==> src/rtl/wb_pkg.sv <==
// Shared widths and the load-queue entry layout for the write-back commit unit.
package wb_pkg;
    localparam int XLEN = 32;
    localparam int AW   = 5;

    typedef struct packed {
        logic            valid;
        logic [AW-1:0]   rd;
        logic            data_ok;
        logic [XLEN-1:0] data;
    } lq_entry_t;
endpackage

==> src/rtl/wb_load_queue.sv <==
// In-order queue of outstanding loads: allocation at the tail, fill of the oldest
// entry still waiting for data, retire from the head, and an rd-match CAM for hazards.
module wb_load_queue
    import wb_pkg::*;
#(
    parameter int LQ_DEPTH = 4
) (
    input  logic            clk,
    input  logic            reset,
    input  logic            issue_i,
    input  logic [AW-1:0]   issue_rd_i,
    input  logic            resp_valid_i,
    input  logic [XLEN-1:0] resp_data_i,
    input  logic            retire_i,
    input  logic [AW-1:0]   chk_a_i,
    input  logic [AW-1:0]   chk_b_i,
    input  logic [AW-1:0]   chk_c_i,
    output logic            ready_o,
    output logic            head_ready_o,
    output logic [AW-1:0]   head_rd_o,
    output logic [XLEN-1:0] head_data_o,
    output logic            resp_err_o,
    output logic            match_a_o,
    output logic            match_b_o,
    output logic            match_c_o
);
    localparam int PW = $clog2(LQ_DEPTH);
    localparam int CW = PW + 1;

    lq_entry_t     ent_q [LQ_DEPTH];
    logic [PW-1:0] head_q;
    logic [PW-1:0] tail_q;
    logic [CW-1:0] count_q;

    logic          alloc;
    logic          deq;
    logic          fill_found;
    logic [PW-1:0] fill_idx;
    logic [PW-1:0] idx;

    assign ready_o      = (count_q != CW'(LQ_DEPTH));
    assign alloc        = issue_i && ready_o;
    assign head_ready_o = ent_q[head_q].valid && ent_q[head_q].data_ok;
    assign head_rd_o    = ent_q[head_q].rd;
    assign head_data_o  = ent_q[head_q].data;
    assign deq          = retire_i && head_ready_o;
    assign resp_err_o   = resp_valid_i && !fill_found;

    // Valid entries are contiguous from the head, so the first hit walking
    // forward from the head is the oldest entry still awaiting its data.
    always_comb begin
        fill_found = 1'b0;
        fill_idx   = head_q;
        idx        = head_q;
        for (int i = 0; i < LQ_DEPTH; i++) begin
            idx = head_q + PW'(i);
            if (!fill_found && ent_q[idx].valid && !ent_q[idx].data_ok) begin
                fill_found = 1'b1;
                fill_idx   = idx;
            end
        end
    end

    always_comb begin
        match_a_o = 1'b0;
        match_b_o = 1'b0;
        match_c_o = 1'b0;
        for (int i = 0; i < LQ_DEPTH; i++) begin
            match_a_o = match_a_o | (ent_q[i].valid && ent_q[i].rd == chk_a_i);
            match_b_o = match_b_o | (ent_q[i].valid && ent_q[i].rd == chk_b_i);
            match_c_o = match_c_o | (ent_q[i].valid && ent_q[i].rd == chk_c_i);
        end
    end

    always_ff @(posedge clk) begin
        if (reset) begin
            head_q  <= '0;
            tail_q  <= '0;
            count_q <= '0;
            for (int i = 0; i < LQ_DEPTH; i++) begin
                ent_q[i].valid   <= 1'b0;
                ent_q[i].data_ok <= 1'b0;
            end
        end else begin
            if (alloc) begin
                ent_q[tail_q].valid   <= 1'b1;
                ent_q[tail_q].rd      <= issue_rd_i;
                ent_q[tail_q].data_ok <= 1'b0;
                tail_q                <= tail_q + 1'b1;
            end
            if (resp_valid_i && fill_found) begin
                ent_q[fill_idx].data_ok <= 1'b1;
                ent_q[fill_idx].data    <= resp_data_i;
            end
            if (deq) begin
                ent_q[head_q].valid <= 1'b0;
                head_q              <= head_q + 1'b1;
            end
            count_q <= count_q + CW'(alloc) - CW'(deq);
        end
    end
endmodule

==> src/rtl/wb_commit_unit.sv <==
// Register-file write-port owner: arbitrates ALU results against in-order load
// returns, and raises a decode stall for registers whose values are still in flight.
module wb_commit_unit
    import wb_pkg::*;
#(
    parameter int XLEN     = wb_pkg::XLEN,
    parameter int AW       = wb_pkg::AW,
    parameter int LQ_DEPTH = 4
) (
    input  logic            clk,
    input  logic            reset,
    input  logic            alu_valid,
    input  logic [AW-1:0]   alu_rd,
    input  logic [XLEN-1:0] alu_data,
    input  logic            ld_issue,
    input  logic [AW-1:0]   ld_rd,
    output logic            ld_issue_ready,
    input  logic            ld_resp_valid,
    input  logic [XLEN-1:0] ld_resp_data,
    input  logic [AW-1:0]   chk_rs1,
    input  logic [AW-1:0]   chk_rs2,
    input  logic [AW-1:0]   chk_rd,
    output logic            stall,
    output logic            ld_resp_err,
    output logic            regWr,
    output logic [AW-1:0]   rd_addr,
    output logic [XLEN-1:0] rd_data
);
    logic            alu_win;
    logic            head_ready;
    logic [AW-1:0]   head_rd;
    logic [XLEN-1:0] head_data;
    logic            resp_err;
    logic            m_rs1, m_rs2, m_rd;

    logic            wr_en_d, wr_en_q;
    logic [AW-1:0]   wr_addr_d, wr_addr_q;
    logic [XLEN-1:0] wr_data_d, wr_data_q;
    logic            err_q;

    // An ALU write to x0 is dropped anyway, so it does not take the port from the head.
    assign alu_win = alu_valid && (alu_rd != '0);

    wb_load_queue #(.LQ_DEPTH(LQ_DEPTH)) u_lq (
        .clk          (clk),
        .reset        (reset),
        .issue_i      (ld_issue),
        .issue_rd_i   (ld_rd),
        .resp_valid_i (ld_resp_valid),
        .resp_data_i  (ld_resp_data),
        .retire_i     (!alu_win),
        .chk_a_i      (chk_rs1),
        .chk_b_i      (chk_rs2),
        .chk_c_i      (chk_rd),
        .ready_o      (ld_issue_ready),
        .head_ready_o (head_ready),
        .head_rd_o    (head_rd),
        .head_data_o  (head_data),
        .resp_err_o   (resp_err),
        .match_a_o    (m_rs1),
        .match_b_o    (m_rs2),
        .match_c_o    (m_rd)
    );

    always_comb begin
        wr_en_d   = 1'b0;
        wr_addr_d = wr_addr_q;
        wr_data_d = wr_data_q;
        if (alu_win) begin
            wr_en_d   = 1'b1;
            wr_addr_d = alu_rd;
            wr_data_d = alu_data;
        end else if (head_ready && head_rd != '0) begin
            wr_en_d   = 1'b1;
            wr_addr_d = head_rd;
            wr_data_d = head_data;
        end
    end

    always_ff @(posedge clk) begin
        if (reset) begin
            wr_en_q   <= 1'b0;
            wr_addr_q <= '0;
            wr_data_q <= '0;
            err_q     <= 1'b0;
        end else begin
            wr_en_q   <= wr_en_d;
            wr_addr_q <= wr_addr_d;
            wr_data_q <= wr_data_d;
            err_q     <= err_q | resp_err;
        end
    end

    function automatic logic hazard(input logic [AW-1:0] x, input logic in_queue);
        return (x != '0) && (in_queue || (wr_en_q && wr_addr_q == x));
    endfunction

    assign stall       = hazard(chk_rs1, m_rs1) || hazard(chk_rs2, m_rs2) || hazard(chk_rd, m_rd);
    assign ld_resp_err = err_q;
    assign regWr       = wr_en_q;
    assign rd_addr     = wr_addr_q;
    assign rd_data     = wr_data_q;
endmodule
==> config.mk <==
export PLATFORM = sky130hd
export DESIGN_NAME = wb_commit_unit
export DESIGN_NICKNAME = d
export VERILOG_FILES = /design/src/rtl/wb_pkg.sv /design/src/rtl/wb_load_queue.sv /design/src/rtl/wb_commit_unit.sv
export SDC_FILE = /design/constraint.sdc
export NUM_CORES = 1
export LEC_CHECK = 0
export ABC_AREA = 1
export BUFFER_PORTS_ARGS = -buffer_cell sky130_fd_sc_hd__buf_2
export CAP_MARGIN = 15
export CORE_ASPECT_RATIO = 1.2
export CORE_MARGIN = 2
export CORE_UTILIZATION = 55
export CTS_CLUSTER_DIAMETER = 80
export DETAILED_ROUTE_END_ITERATION = 7
export PLACE_DENSITY_LB_ADDON = 0.2
export SETUP_SLACK_MARGIN = 0.1
export SLEW_MARGIN = 20
export SYNTH_ARGS = -nofsm -noshare
export SYNTH_HDL_FRONTEND = slang
export SYNTH_SLANG_ARGS = --single-unit
==> constraint.sdc <==
create_clock -name clk -period 7 [get_ports clk]
set_input_delay 0 -clock clk [delete_from_list [all_inputs] [get_ports clk]]
set_output_delay 0 -clock clk [all_outputs]
set_load 0.01 [all_outputs]
* After elaboration in Yosys (flattened, before gate mapping)
Memory sizes are Yosys's and may differ from the RTL's. A register that Yosys moved wholly into a read port is not among the register bits.
Index checks and enable logic that the tools add are counted.
** Cells by class
- Add/subtract/negate cells :: 6
- Eq/ne operators :: 16
- Muxes and demuxes :: 35
- Bitwise logic cells :: 10
- Reductions and logical operators :: 55
** Operators by type and width (number)
- $mux W39 :: 3
- $reduce_or A39 Y1 :: 3
- $eq A5 B5 Y1 :: 15
- $mux W32 :: 2
- $logic_and A1 B1 Y1 :: 32
- $reduce_bool A5 Y1 :: 5
- $mux W1 :: 17
- $mux W2 :: 8
- $mux W5 :: 2
- $or A1 B1 Y1 :: 10
- $logic_not A1 Y1 :: 9
- $mux W3 :: 2
- $logic_or A1 B1 Y1 :: 5
- $add A2 B1 Y2 const B :: 2
- $add A2 B2 Y2 const B :: 2
- $mux W4 :: 1
- $add A3 B1 Y3 :: 1
- $ne A3 B3 Y1 const B :: 1
- $sub A3 B1 Y3 :: 1
- $reduce_bool A2 Y1 :: 1
** Word-level totals
- Register bits :: 46
- Bits in writable memories :: 156
- Input bits :: 94
- Output and inout bits :: 41
- Memories :: 1
** Memory list
- u_lq.ent_q :: depth 4, bits a word 39, read ports 8, clocked after memory_dff 1, write ports 4, RTL line wb_load_queue.sv:30 : lq_entry_t ent_q [LQ_DEPTH];

* Logic depth before layout (Yosys ltp)
Gate-level depths: netlist (run 1).
- Depth after elaboration :: 21
- Depth in mapped cells :: 15
- Mapped depth without buffers :: 15

* Modules after synthesis
Synthesis (run 1) repeated with hierarchy kept, for this count alone.
** Second synthesis, totals
- Cells, all modules :: 1052
- Area, all modules :: 9763.1 µm²
** Modules (own cells, without submodules)
- wb_load_queue :: instances 1, cells each 664, area an instance 7365.8 µm², sequential area each 4784.6 µm²
- wb_commit_unit :: instances 1, cells each 388, area an instance 2397.3 µm², sequential area each 780.7 µm²

* Least setup slack after synthesis (run 1)
OpenSTA, ideal clock, no wires.
- Path kind :: register to register
- Start point :: register u_lq.head_q[0]
- End point :: memory u_lq.ent_q[0][0] in the netlist's numbering (enable)
- Arrival time :: 2355 ps
- Slack :: 4259 ps
- Stages on the path, launching flop included :: 13
- Period minus slack after synthesis :: 2741 ps
- Cells stage by stage :: dfxtp_1 -> inv_2 -> ha_1 -> inv_1 -> nand3_1 -> nand2_1 -> inv_1 -> nand3_2 -> nor2_2 -> nor2_1 -> nor2_1 -> nand4_1 -> inv_1
** RTL lines
- start, declared :: RTL line wb_load_queue.sv:31 : logic [PW-1:0] head_q;
- start signal, assigned :: RTL line wb_load_queue.sv:97 : head_q <= head_q + 1'b1;
- end, declared :: RTL line wb_load_queue.sv:30

==> metrics.md, run 1 <==
| Metric | Value |
|---|---|
| DIE HEIGHT | `149.5 µm` |
| Routed wire length per instance | `between 15 and 20 µm` |
| Initial antenna violation count | `0` |
| CTS max path bufs | `3` |
| Power per cell area | `about 270 nW/µm²` |
| Hold path depth | `5` |
| Hold Violations, Final | `0` |
| Period Utilization, post-route | `approximately 53%` |
| Post-Syn Instances | `approximately 1100` |
| Drt first-iter violations | `786` |
| Dpl hpwl | `around 17000 µm` |
| Clock Skews | `0.01262 ns` |
| Register bit total from synthesis | `around 200` |
| FMAX | `between 200 and 300 MHz` |
| Setup WS post-layout | `3.295 ns` |
| Number of global-route vias before repair | `just over 8000` |
| FF-to-FF setup slack | `roughly 3.3 ns` |
| Starting Density | `a little under three fifths` |
| Worst reg-to-reg path cell count | `12` |
| Final net count | `roughly 1400` |
| Pin count of the biggest net entering global routing | `between 70 and 80` |
| Total routed wirelength | `approximately 27000 µm` |
| Total grt overflow | `0` |
| Pins Over Slew Limit | `0` |
| Kind of critical path | `flop to flop` |
| Clock Latency Late Sink | `~0.49 ns` |
| Syn_nets | `1204` |
| Setup_tns | `0 ns` |
| Netlist cell types | `31` |
| Tmin final | `roughly 3.7 ns` |
| Hold Path Class | `primary input to flop` |
| Slew @ Worst Pin | `between 0.8 and 0.9 ns` |
| # clock sinks | `between 200 and 250` |
| Relative slew slack | `between 40% and 50%` |
| Layout cells sized above 1 | `14.76%` |
| Clock H-tree levels | `1` |
| Hold Startpoint | `alu_rd[0]` |
| Site row count | `53` |
| Core area | `~17000 µm²` |
| Die width | `between 100 and 150 µm` |
| LEAKAGE | `5.116 nW` |
| GRT Total Usage | `between 20 and 30%` |
| Final ANT Viol Nets | `0` |
| Hold Slack | `approximately 0.063 ns` |
| DP Worst Slack | `about 3.4 ns` |
| # setup viols final | `0` |
| CP Launch Type | `flop` |
| Mapped Area | `9702 µm²` |
| Critical path capture point | `rd_data[17]$_SDFFE_PP0P_` |
| Max-Cap Viols | `0` |
| Max VDD drop | `roughly 0.2 mV` |
| Yosys warning count | `0` |
| Clock-pin slew on the worst setup and hold paths | `0.07 ns` |
| Antenna Cells | `0` |
| Setup crit end kind | `flop` |
| RSZ-0062 raised after global routing | `no` |
| Number of remaining DRC errors | `0` |
| Number of vias per cell | `approximately 5.8` |
| Placed Cells | `1406` |
| CP peak stage delay | `0.69 ns` |
| Die area | `around 19000 µm²` |
| Critical path data arrival time | `4.07 ns` |
| Worst endpoint required time | `approximately 7.4 ns` |
| RR Endpoint | `rd_data[17]$_SDFFE_PP0P_` |
| Cell Chain, Critical Path | `buf_4 -> inv_2 -> buf_4 -> nand2_1 -> o211ai_1 -> nand2_1 -> nand3_1 -> o21ai_4 -> buf_4 -> nand3_1 -> nand2_1 -> nor2_1` |
| Slowest-stage cell, CP | `o21ai_4` |
| Non-filler instance count after layout | `~1500` |
| I/O pins | `approximately 140` |
| Status | `finished, final reports clean` |
| Sequential fraction of the synthesis area | `between 50 and 60%` |
| First-pass GRT wire length | `between 40000 and 50000 µm` |
| Port Buf Inserts | `about 130` |
| Gp weighted congestion | `about 1.1` |
| TritonCTS clock tree | `done` |
| Syn avg cell area | `between 8 and 9 µm²` |
| Syn-to-layout area delta | `23.67%` |
| Pre-Repair DR Iteration Count | `7` |
| Max FO, Critical Path | `70` |
| Total number of vias | `~9000` |
| CTS Buf Count | `21` |
| Root buf cell | `clkbuf_16` |
cell families (layout without fill, tap and decap cells):
group,Yosys count,after routing,share of synthesized area [%]
AOI/OAI and AO/OA,259,259,14.46
xor gates and xnor gates,9,9,0.8124
adders and majority gates,11,11,1.496
buffers and inverters,170,372,7.003
DFF,204,204,57.36
and+or+nand+nor,446,446,18.87
worst min-delay path by stage:
| stage | endpoint | slack [ns] |
|---|---|---|
| floorplan | u_lq.ent_q[0][0]$_DFFE_PP_ | 0.1 |
| global placement | u_lq.ent_q[0][20]$_DFFE_PP_ | 0.22 |
| detailed placement | u_lq.ent_q[2][21]$_DFFE_PP_ | 0.22 |
| CTS | rd_addr[0]$_SDFFE_PP0P_ | 0.03 |
| global route | rd_addr[0]$_SDFFE_PP0P_ | 0.05 |
| finish | rd_addr[0]$_SDFFE_PP0P_ | 0.06 |
final cells by class:
type / count / area (µm²)
Tap cell: 220 / 275.3
Clock inverter: 14 / 171.4
Fill cell: 1365 / 5376
Sequential cell: 204 / 5567
Timing Repair Buffer: 224 / 1541
Clock buffer: 23 / 554.3
Multi-Input combinational cell: 725 / 3472
Inverter: 111 / 416.7
through the flow:
stage / power (mW) / util [%] / instance area, µm²
2_1_floorplan: 1.848 / - / 9702
3_3_place_gp: 2.026 / 60.38 / 10490
3_5_place_dp: 2.038 / 60.38 / 10490
4_1_cts: 3.220 / 69.06 / 12000
5_1_grt: 3.352 / 69.06 / 12000
6_report: 3.219 / 69.06 / 12000
metal layers:
layer | wire, µm | global-route usage [%] | vias to the layer above
li1 | - | - | 4146
met3 | 1708 | 2.860 | 103
met5 | 0 | 0 | -
met1 | 10630 | 33.88 | 4111
met4 | 1226 | 12.67 | 0
met2 | 13590 | 50.79 | 400
registers in the layout, indices dropped and copies added, names as in the netlist, named ones only:
register,cells
u_lq.ent_q,156
regWr,1
u_lq.count_q,3
u_lq.tail_q,2
ld_resp_err,1
rd_data,32
rd_addr,5
u_lq.head_q,2
synth_stat cells (all sizes together):
| cell type | count | area [µm²] |
|---|---|---|
| nor3 | 5 | 25.02 |
| nor2 | 125 | 471.7 |
| edfxtp | 148 | 4444 |
| xnor2 | 4 | 35.03 |
| o21ai | 99 | 499.2 |
| o211ai | 1 | 7.510 |
| nand4 | 10 | 62.56 |
| o22ai | 73 | 456.7 |
| fa | 1 | 20.02 |
| o31ai | 1 | 7.510 |
| inv | 110 | 412.9 |
| xor2 | 5 | 43.79 |
| a21boi | 1 | 7.510 |
| nand3 | 84 | 435.4 |
| ha | 10 | 125.1 |
| dfxtp | 56 | 1121 |
| clkbuf | 44 | 165.2 |
| nand2 | 222 | 835.8 |
| buf | 15 | 97.59 |
| a21oi | 84 | 424.2 |
| clkinv | 1 | 3.750 |
power by group:
group	switching [mW]	internal [mW]	leakage, nW
Clock	0.469	0.692	0.341
Sequential	0.0572	1.40	1.80
Combinational	0.384	0.217	2.98
Total	0.910	2.31	5.12
worst max-delay path: cells and delay by family, from the launching register on:
family / cells / cell delay [ns]
DFF: 1 / 0.56
and+or+nand+nor: 6 / 0.66
buffers and inverters: 4 / 1.52
AOI/OAI and AO/OA: 2 / 0.78
placed cells by master, fill, tap and decap left out, types with 2 or more instances in the layout:
cell type      Yosys  layout
ha_1              10      10
clkinv_2           0       3
nor2_1           124     124
bufinv_16          0       3
clkinv_1           1       2
buf_2              6     134
buf_4              7      12
clkinvlp_4         0       5
dlygate4sd3_1      0      78
xnor2_1            4       4
inv_2              1       2
nand2_1          221     220
edfxtp_1         148     148
o21ai_1            5       5
inv_1            109     108
a21oi_1           83      83
xor2_1             5       5
dfxtp_1           56      55
nand4_1           10      10
nand3_1           81      81
nor3_1             5       5
nand3_2            3       3
o21ai_0           93      93
clkbuf_16          0      22
o22ai_1           73      73
timing repair:
action / CTS / global route
endpoints found under the hold margin: 198 / 0
resized for setup: 0 / 0
buffers inserted: 0 / 0
hold buffers: 78 / 0
No activity file was read; power rests on OpenSTA's default activity.
==> run 2, diff against run 1 <==
--- a/config.mk
+++ b/config.mk
@@ -5,12 +5,12 @@
 export SDC_FILE = /design/constraint.sdc
 export NUM_CORES = 1
 export LEC_CHECK = 0
-export ABC_AREA = 1
+export ABC_AREA = 0
 export BUFFER_PORTS_ARGS = -buffer_cell sky130_fd_sc_hd__buf_2
 export CAP_MARGIN = 15
 export CORE_ASPECT_RATIO = 1.2
 export CORE_MARGIN = 2
-export CORE_UTILIZATION = 55
+export CORE_UTILIZATION = 52
 export CTS_CLUSTER_DIAMETER = 80
 export DETAILED_ROUTE_END_ITERATION = 7
 export PLACE_DENSITY_LB_ADDON = 0.2
==> constraint.sdc (replaced) <==
create_clock -name clk -period 3 [get_ports clk]
set_input_delay 0 -clock clk [delete_from_list [all_inputs] [get_ports clk]]
set_output_delay 0 -clock clk [all_outputs]
set_load 0.01 [all_outputs]
==> run 2 against run 1 <==
Compared with the run above:
- register-to-register slack got worse by 3.0 ns
- clock skew increased by 0.0085 ns
- non-clock buffer count increased by 8
- synthesized cell count decreased by 44%
- highest routed layer unchanged
- critical endpoint is now u_lq.count_q[2]$_SDFF_PP0_
- routed wire length decreased by 20%
- sequential power increased by 120%
- via count decreased by 32%
- clock power increased by 120%
- utilization decreased by 2.2 points
- critical path type unchanged
- sequential share of layout area increased by 1.0 points
- largest power group unchanged
- combinational power increased by 66%
- critical path depth decreased by 1
==> metrics.md, run 2 <==
| Metric | Value |
|---|---|
| Worst endpoint required time | `3.34 ns (-4.03 ns)` |
| Port Buf Inserts | `134 (unchanged)` |
| Prevailing post-synth register cell | `edfxtp_1` |
| Most frequent cell after synthesis | `edfxtp_1` |
| Starting Density | `53.15% (-2.7 points)` |
| Max reg flops | `156 (unchanged)` |
| Die area | `19050 µm² (+1.8%)` |
| Pin count of the biggest net entering global routing | `50 (-35%)` |
| Site row count | `53 (unchanged)` |
| Syn_nets | `725 (-40%)` |
| CTS max path bufs | `3 (unchanged)` |
| Total routed wirelength | `21740 µm (-20%)` |
| Hold Slack | `0.05850 ns (-0.004793 ns)` |
| Hold Path Class | `primary input to flop` |
| Total grt overflow | `0 (unchanged)` |
| Root buf cell | `clkbuf_16` |
| Clock Skews | `0.02114 ns (+0.008524 ns)` |
| Relative slew slack | `46.67% (+3.4 points)` |
| P_sw | `1.692 mW (+86%)` |
| Layout Utilization | `66.85% (-2.2 points)` |
| Pre-Repair DR Iteration Count | `5 (-2)` |
| Setup_tns | `0 ns (unchanged)` |
| Clock H-tree levels | `1 (unchanged)` |
| Die width | `126.3 µm (+0.88%)` |
| Core area | `17570 µm² (+1.1%)` |
| Mapped Area | `9340 µm² (-3.7%)` |
| Top reg by flops | `u_lq.ent_q` |
| Max-Cap Viols | `0 (unchanged)` |
| Gp weighted congestion | `0.9005 (-15%)` |
| Dpl hpwl | `14430 µm (-16%)` |
| Critical path data arrival time | `3.08 ns (-0.99 ns)` |
| # clock sinks | `204 (unchanged)` |
| EDFF count, synth | `148 (unchanged)` |
| Clock Power Share | `37.6% (+1.5 points)` |
| Dpl cell area | `10300 µm² (-1.8%)` |
| Register share of total power | `47.8% (+2.5 points)` |
| Total number of vias | `5968 (-32%)` |
| FMAX | `365.7 MHz (+35%)` |
| Commonest non-fill, non-tap cell in the layout | `edfxtp_1` |
| Syn avg cell area | `15.06 µm² (+71%)` |
| Synth top area cells | `edfxtp_1 (48%), dfxtp_1 (12%), mux4_2 (10%), xor2_1 (5.7%), a211oi_2 (4.8%)` |
| Routed wire length per instance | `20.45 µm (+15%)` |
| Clock-pin slew on the worst setup and hold paths | `0.07 ns (about the same)` |
| Slew @ Worst Pin | `0.7999 ns (-0.04791 ns)` |
| Hold Violations, Final | `0 (unchanged)` |
| Cell area after layout | `11750 µm² (-2.1%)` |
| Largest area contributor in the netlist | `edfxtp_1` |
| Layout cells sized above 1 | `33.25% (+18 points)` |
| Max FO, Critical Path | `8 (-89%)` |
| Internal power | `5.163 mW (+120%)` |
| DIE HEIGHT | `150.8 µm (+0.89%)` |
| Final net count | `933 (-33%)` |
| Max VDD drop | `0.5269 mV (+160%)` |
| Most frequent cells in the layout | `edfxtp_1 (148), buf_2 (134), dlygate4sd3_1 (75)` |
| Post-synth top area share | `47.58% (+1.8 points)` |
| Cell Chain, Critical Path | `mux4_2 -> nand2_2 -> nor2b_2 -> ha_1 -> inv_1 -> ha_1 -> inv_1 -> fa_1 -> xor2_1 -> xnor2_1 -> nor2_1` |
| Tmin final | `2.734 ns (-0.9705 ns)` |
| CP Launch Type | `flop` |
| Final ANT Viol Nets | `0 (unchanged)` |
| Initial antenna violation count | `1 (+1)` |
| First-pass GRT wire length | `34130 µm (-18%)` |
| CP peak stage delay | `0.57 ns (-0.12 ns)` |
| RSZ-0062 raised after global routing | `no` |
| Number of vias per cell | `5.614 (-2.5%)` |
| Synth cell count leaders | `edfxtp_1 (148), xor2_1 (61), dfxtp_1 (56), nor2_1 (52), mux4_2 (42)` |
| LEAKAGE | `4.393 nW (-14%)` |
| Asr flop ratio synth | `0% (unchanged)` |
| Pins Over Slew Limit | `0 (unchanged)` |
| Drt first-iter violations | `414 (-47%)` |
| Clock Latency Late Sink | `0.51 ns (+0.02 ns)` |
| GRT Total Usage | `23.04% (-5.0 points)` |
| I/O pins | `135 (unchanged)` |
| Comb pwr share | `14.6% (-4.1 points)` |
| Switching Share | `24.68% (-3.6 points)` |
| Setup crit end kind | `flop` |
| Sequential fraction of the synthesis area | `59.58% (+2.2 points)` |
| Kind of critical path | `flop to flop` |
| CTS Buf Count | `20 (-4.8%)` |
| Number of global-route vias before repair | `6435 (-23%)` |
| Slowest-stage cell, CP | `mux4_2` |
| Yosys warning count | `0 (unchanged)` |
| Netlist cell types | `42 (+35%)` |
| Power per cell area | `583.5 nW/µm² (+120%)` |
| Post-Syn Instances | `620 (-44%)` |
| # setup viols final | `0 (unchanged)` |
| Period Utilization, post-route | `91.15% (+38 points)` |
| Status | `finished, final reports clean` |
| TritonCTS clock tree | `done` |
| Register bit total from synthesis | `204 (unchanged)` |
| Syn-to-layout area delta | `25.77%` |
| Number of remaining DRC errors | `0 (unchanged)` |
run 2: cell count changes after synthesis, sizes merged, moves of 70 or more:
cell   before  now
nand2     222    9
inv       110    8
o21ai      99    5
a21oi      84    5
nor2      125   52
o22ai      73    3
run 2: routing by layer:
layer  routed length, µm  GRT usage (%)  vias up
met3                1117          3.002       39
li1                    -              -     2768
met4                 541          7.308        0
met2               11300          42.65      211
met5                   0              0        -
met1                8779          28.02     2950
run 2: area by class of cell:
class	count	area, µm²
Antenna cell	1	2.502
Clock buffer	23	521.8
Clock inverter	13	161.4
Fill cell	1238	5826
Inverter	8	30.03
Multi-Input combinational cell	362	3538
Sequential cell	204	5570
Tap cell	220	275.3
Timing Repair Buffer	232	1648
run 2: repair_timing:
item                                   in CTS  in global routing
gates resized for setup                     1                  3
setup endpoints to repair                   1                  1
endpoints found under the hold margin     186                  0
setup buffers                               0                  0
hold buffers                               75                  0
gates cloned                                0                  0
run 2: final timing paths:
path                     startpoint                    endpoint  slack (ns)  cells after the start
max reg2reg                    flop  u_lq.count_q[2]$_SDFF_PP0_        0.27                     11
min                           reset            regWr$_SDFF_PP0_        0.06                      3
max                            flop  u_lq.count_q[2]$_SDFF_PP0_        0.27                     11
min reg2reg  ld_resp_err$_SDFF_PP0_      ld_resp_err$_SDFF_PP0_        0.49                      2
run 2: cells by family after synthesis:
kind of cell	synth area share, %
buf+inv	2.987
fa+ha+maj	1.554
flops	59.58
mux	14.48
xor+xnor	7.408
compound gates	7.354
simple gates	6.631
run 2: critical path: cells and delay by family (launching register included):
family                   cells  cell delay, ns
adder cells (fa/ha/maj)      3            0.80
flip-flops                   1            0.43
XOR/XNOR                     2            0.40
buffers and inverters        2            0.10
AND/OR/NAND/NOR              3            0.29
multiplexers                 1            0.57
run 2: metrics by stage:
stage	setup WS (ns)	instances	power [mW]
after global routing	0.1652	1063	7.124
final	0.2656	1063	6.855
after floorplan	-0.2253	620	3.926
after CTS	0.1520	1062	6.898
after global placement	0.2972	951	4.206
after detailed placement	0.1758	951	4.252
run 2: power groups by stage:
stage	clock (mW)	combinational (mW)	sequential, mW
5_1_grt	2.75	1.09	3.29
2_1_floorplan	0	0.581	3.34
3_3_place_gp	0	0.879	3.33
6_report	2.58	0.998	3.28
4_1_cts	2.62	1.00	3.28
3_5_place_dp	0	0.917	3.34
==> run 3, diff against run 2 <==
--- a/config.mk
+++ b/config.mk
@@ -10,7 +10,7 @@
 export CAP_MARGIN = 15
 export CORE_ASPECT_RATIO = 1.2
 export CORE_MARGIN = 2
-export CORE_UTILIZATION = 52
+export CORE_UTILIZATION = 24
 export CTS_CLUSTER_DIAMETER = 80
 export DETAILED_ROUTE_END_ITERATION = 7
 export PLACE_DENSITY_LB_ADDON = 0.2
==> run 3 against run 2 <==
Compared with the run above:
- cell count grew 26%
- utilization shrank 35 points
- combinational power shrank 1%
- sequential power is essentially flat
- power grew 5.9%
- critical endpoint unchanged
- largest cell class unchanged
- largest power group unchanged
==> metrics.md, run 3 (synthesized netlist as in run 2, its figures left out) <==
| Metric | Value |
|---|---|
| Commonest non-fill, non-tap cell in the layout | `edfxtp_1` |
| Critical path data arrival time | `3.03 ns (-0.05 ns)` |
| Core area | `38550 µm² (+120%)` |
| Hold Slack | `0.06233 ns (+0.003826 ns)` |
| Max FO, Critical Path | `8 (unchanged)` |
| DIE HEIGHT | `220.1 µm (+46%)` |
| Final net count | `938 (+0.54%)` |
| LEAKAGE | `4.470 nW (+1.7%)` |
| Syn-to-layout area delta | `31.01%` |
| Max VDD drop | `0.3573 mV (-32%)` |
| Initial antenna violation count | `1 (unchanged)` |
| Tmin final | `2.654 ns (-0.08071 ns)` |
| Routed wire length per instance | `18.17 µm (-11%)` |
| Clock-pin slew on the worst setup and hold paths | `0.06 ns (about the same)` |
| CTS max path bufs | `3 (unchanged)` |
| Total grt overflow | `0 (unchanged)` |
| Gp weighted congestion | `0.8329 (-7.5%)` |
| CTS Buf Count | `24 (+20%)` |
| # clock sinks | `204 (unchanged)` |
| TritonCTS clock tree | `done` |
| Max reg flops | `156 (unchanged)` |
| Number of vias per cell | `4.352 (-22%)` |
| FMAX | `376.8 MHz (+3.0%)` |
| CP Launch Type | `flop` |
| Top reg by flops | `u_lq.ent_q` |
| Relative slew slack | `41.83% (-4.8 points)` |
| Pre-Repair DR Iteration Count | `4 (-1)` |
| Pins Over Slew Limit | `0 (unchanged)` |
| First-pass GRT wire length | `36710 µm (+7.5%)` |
| DP Worst Slack | `0.2741 ns (+0.09832 ns)` |
| Fillers | `3849 (+210%)` |
| Worst endpoint required time | `3.37 ns (+0.03 ns)` |
| Total routed wirelength | `24290 µm (+12%)` |
| RSZ-0062 raised after global routing | `no` |
| Non-filler instance count after layout | `1337 (+26%)` |
| Port Buf Inserts | `134 (unchanged)` |
| Setup WS post-layout | `0.3463 ns (+0.08071 ns)` |
| Status | `finished, final reports clean` |
| Clock H-tree levels | `1 (unchanged)` |
| Site row count | `79 (+49%)` |
| Pin count of the biggest net entering global routing | `50 (unchanged)` |
| Slew @ Worst Pin | `0.8726 ns (+0.07266 ns)` |
| Layout cells sized above 1 | `34.00% (+0.75 points)` |
| Layout Utilization | `31.74% (-35 points)` |
| Dpl cell area | `10650 µm² (+3.4%)` |
| Cell area after layout | `12240 µm² (+4.2%)` |
| Total number of vias | `5819 (-2.5%)` |
| Final ANT Viol Nets | `0 (unchanged)` |
| Setup crit end kind | `flop` |
| Clock Latency Late Sink | `0.52 ns (about the same)` |
| FF-to-FF setup slack | `0.35 ns (+0.08 ns)` |
| Most frequent cells in the layout | `edfxtp_1 (148), buf_2 (134), dlygate4sd3_1 (76)` |
| Total power | `7.262 mW (+5.9%)` |
| Clock Skews | `0.01313 ns (-0.008007 ns)` |
| Placed Cells | `1217 (+28%)` |
| Hold path endpoint | `u_lq.tail_q[0]$_SDFFE_PP0P_` |
| Root buf cell | `clkbuf_16` |
| Worst reg-to-reg path cell count | `11 (unchanged)` |
| Die area | `40520 µm² (+110%)` |
| # setup viols final | `0 (unchanged)` |
| Die width | `184.1 µm (+46%)` |
| Number of remaining DRC errors | `0 (unchanged)` |
| Power per cell area | `593.4 nW/µm² (+1.7%)` |
| Dpl hpwl | `16410 µm (+14%)` |
| Number of global-route vias before repair | `6114 (-5.0%)` |
| I/O pins | `135 (unchanged)` |
| GRT Total Usage | `11.94% (-11 points)` |
| Drt first-iter violations | `294 (-29%)` |
| RR Endpoint | `u_lq.count_q[2]$_SDFF_PP0_` |
| Period Utilization, post-route | `88.46% (-2.7 points)` |
| Setup Fix Bufs, Post-CTS | `0 (unchanged)` |
| Starting Density | `24.23% (-29 points)` |
| Kind of critical path | `flop to flop` |
| Setup_tns | `0 ns (unchanged)` |
| Max-Cap Viols | `0 (unchanged)` |
| Hold Startpoint | `ld_issue` |
| Hold Path Class | `primary input to flop` |
| Hold path depth | `5 (+2)` |
| Hold Violations, Final | `0 (unchanged)` |
==> run 3: per-layer routing <==
| layer | global-route usage, % | up-vias | wire length (µm) |
|---|---|---|---|
| met1 | 15.53 | 2841 | 10760 |
| met4 | 3.280 | 0 | 528 |
| met3 | 2.115 | 39 | 1234 |
| met2 | 20.45 | 159 | 11760 |
| li1 | - | 2780 | - |
| met5 | 0 | - | 0 |
==> run 3: report_power, final <==
group	internal [mW]	switching [mW]
clock	1.79	1.20
sequential	3.18	0.107
combinational	0.460	0.523
total	5.43	1.83
==> run 3: worst max-delay path: stages (launching register included) <==
cell and delay [ns]:
dfxtp_4 0.42, mux4_2 0.57, nand2_2 0.14, nor2b_1 0.09
ha_1 0.29, inv_1 0.06, ha_1 0.13, inv_1 0.05
fa_1 0.40, xor2_1 0.17, xnor2_1 0.14, nor2_1 0.05
==> run 3: final cells by class <==
cell class                      instances  area (µm²)  area share (%)
Multi-Input combinational cell        362        3536           28.90
Timing Repair Buffer                  233        1667           13.62
Clock inverter                         17       195.2           1.595
Antenna cell                            1       2.502         0.02045
Tap cell                              486       608.1           4.969
Clock buffer                           26       628.1           5.133
Inverter                                8       30.03          0.2454
Sequential cell                       204        5570           45.52
==> run 3: what timing repair did <==
| item | CTS | global route |
|---|---|---|
| hold endpoints to repair | 191 | 0 |
| resized for setup | 0 | 1 |
| setup endpoints to repair | 0 | 1 |
| hold buffers | 76 | 0 |
==> run 3: worst max path at each step <==
stage                                 end  slack, ns
5_1_grt        u_lq.count_q[2]$_SDFF_PP0_       0.16
6_report       u_lq.count_q[2]$_SDFF_PP0_       0.35
3_3_place_gp   u_lq.count_q[2]$_SDFF_PP0_       0.29
4_1_cts        u_lq.count_q[2]$_SDFF_PP0_       0.25
2_1_floorplan  u_lq.ent_q[3][0]$_DFFE_PP_      -0.23
3_5_place_dp   u_lq.count_q[2]$_SDFF_PP0_       0.27
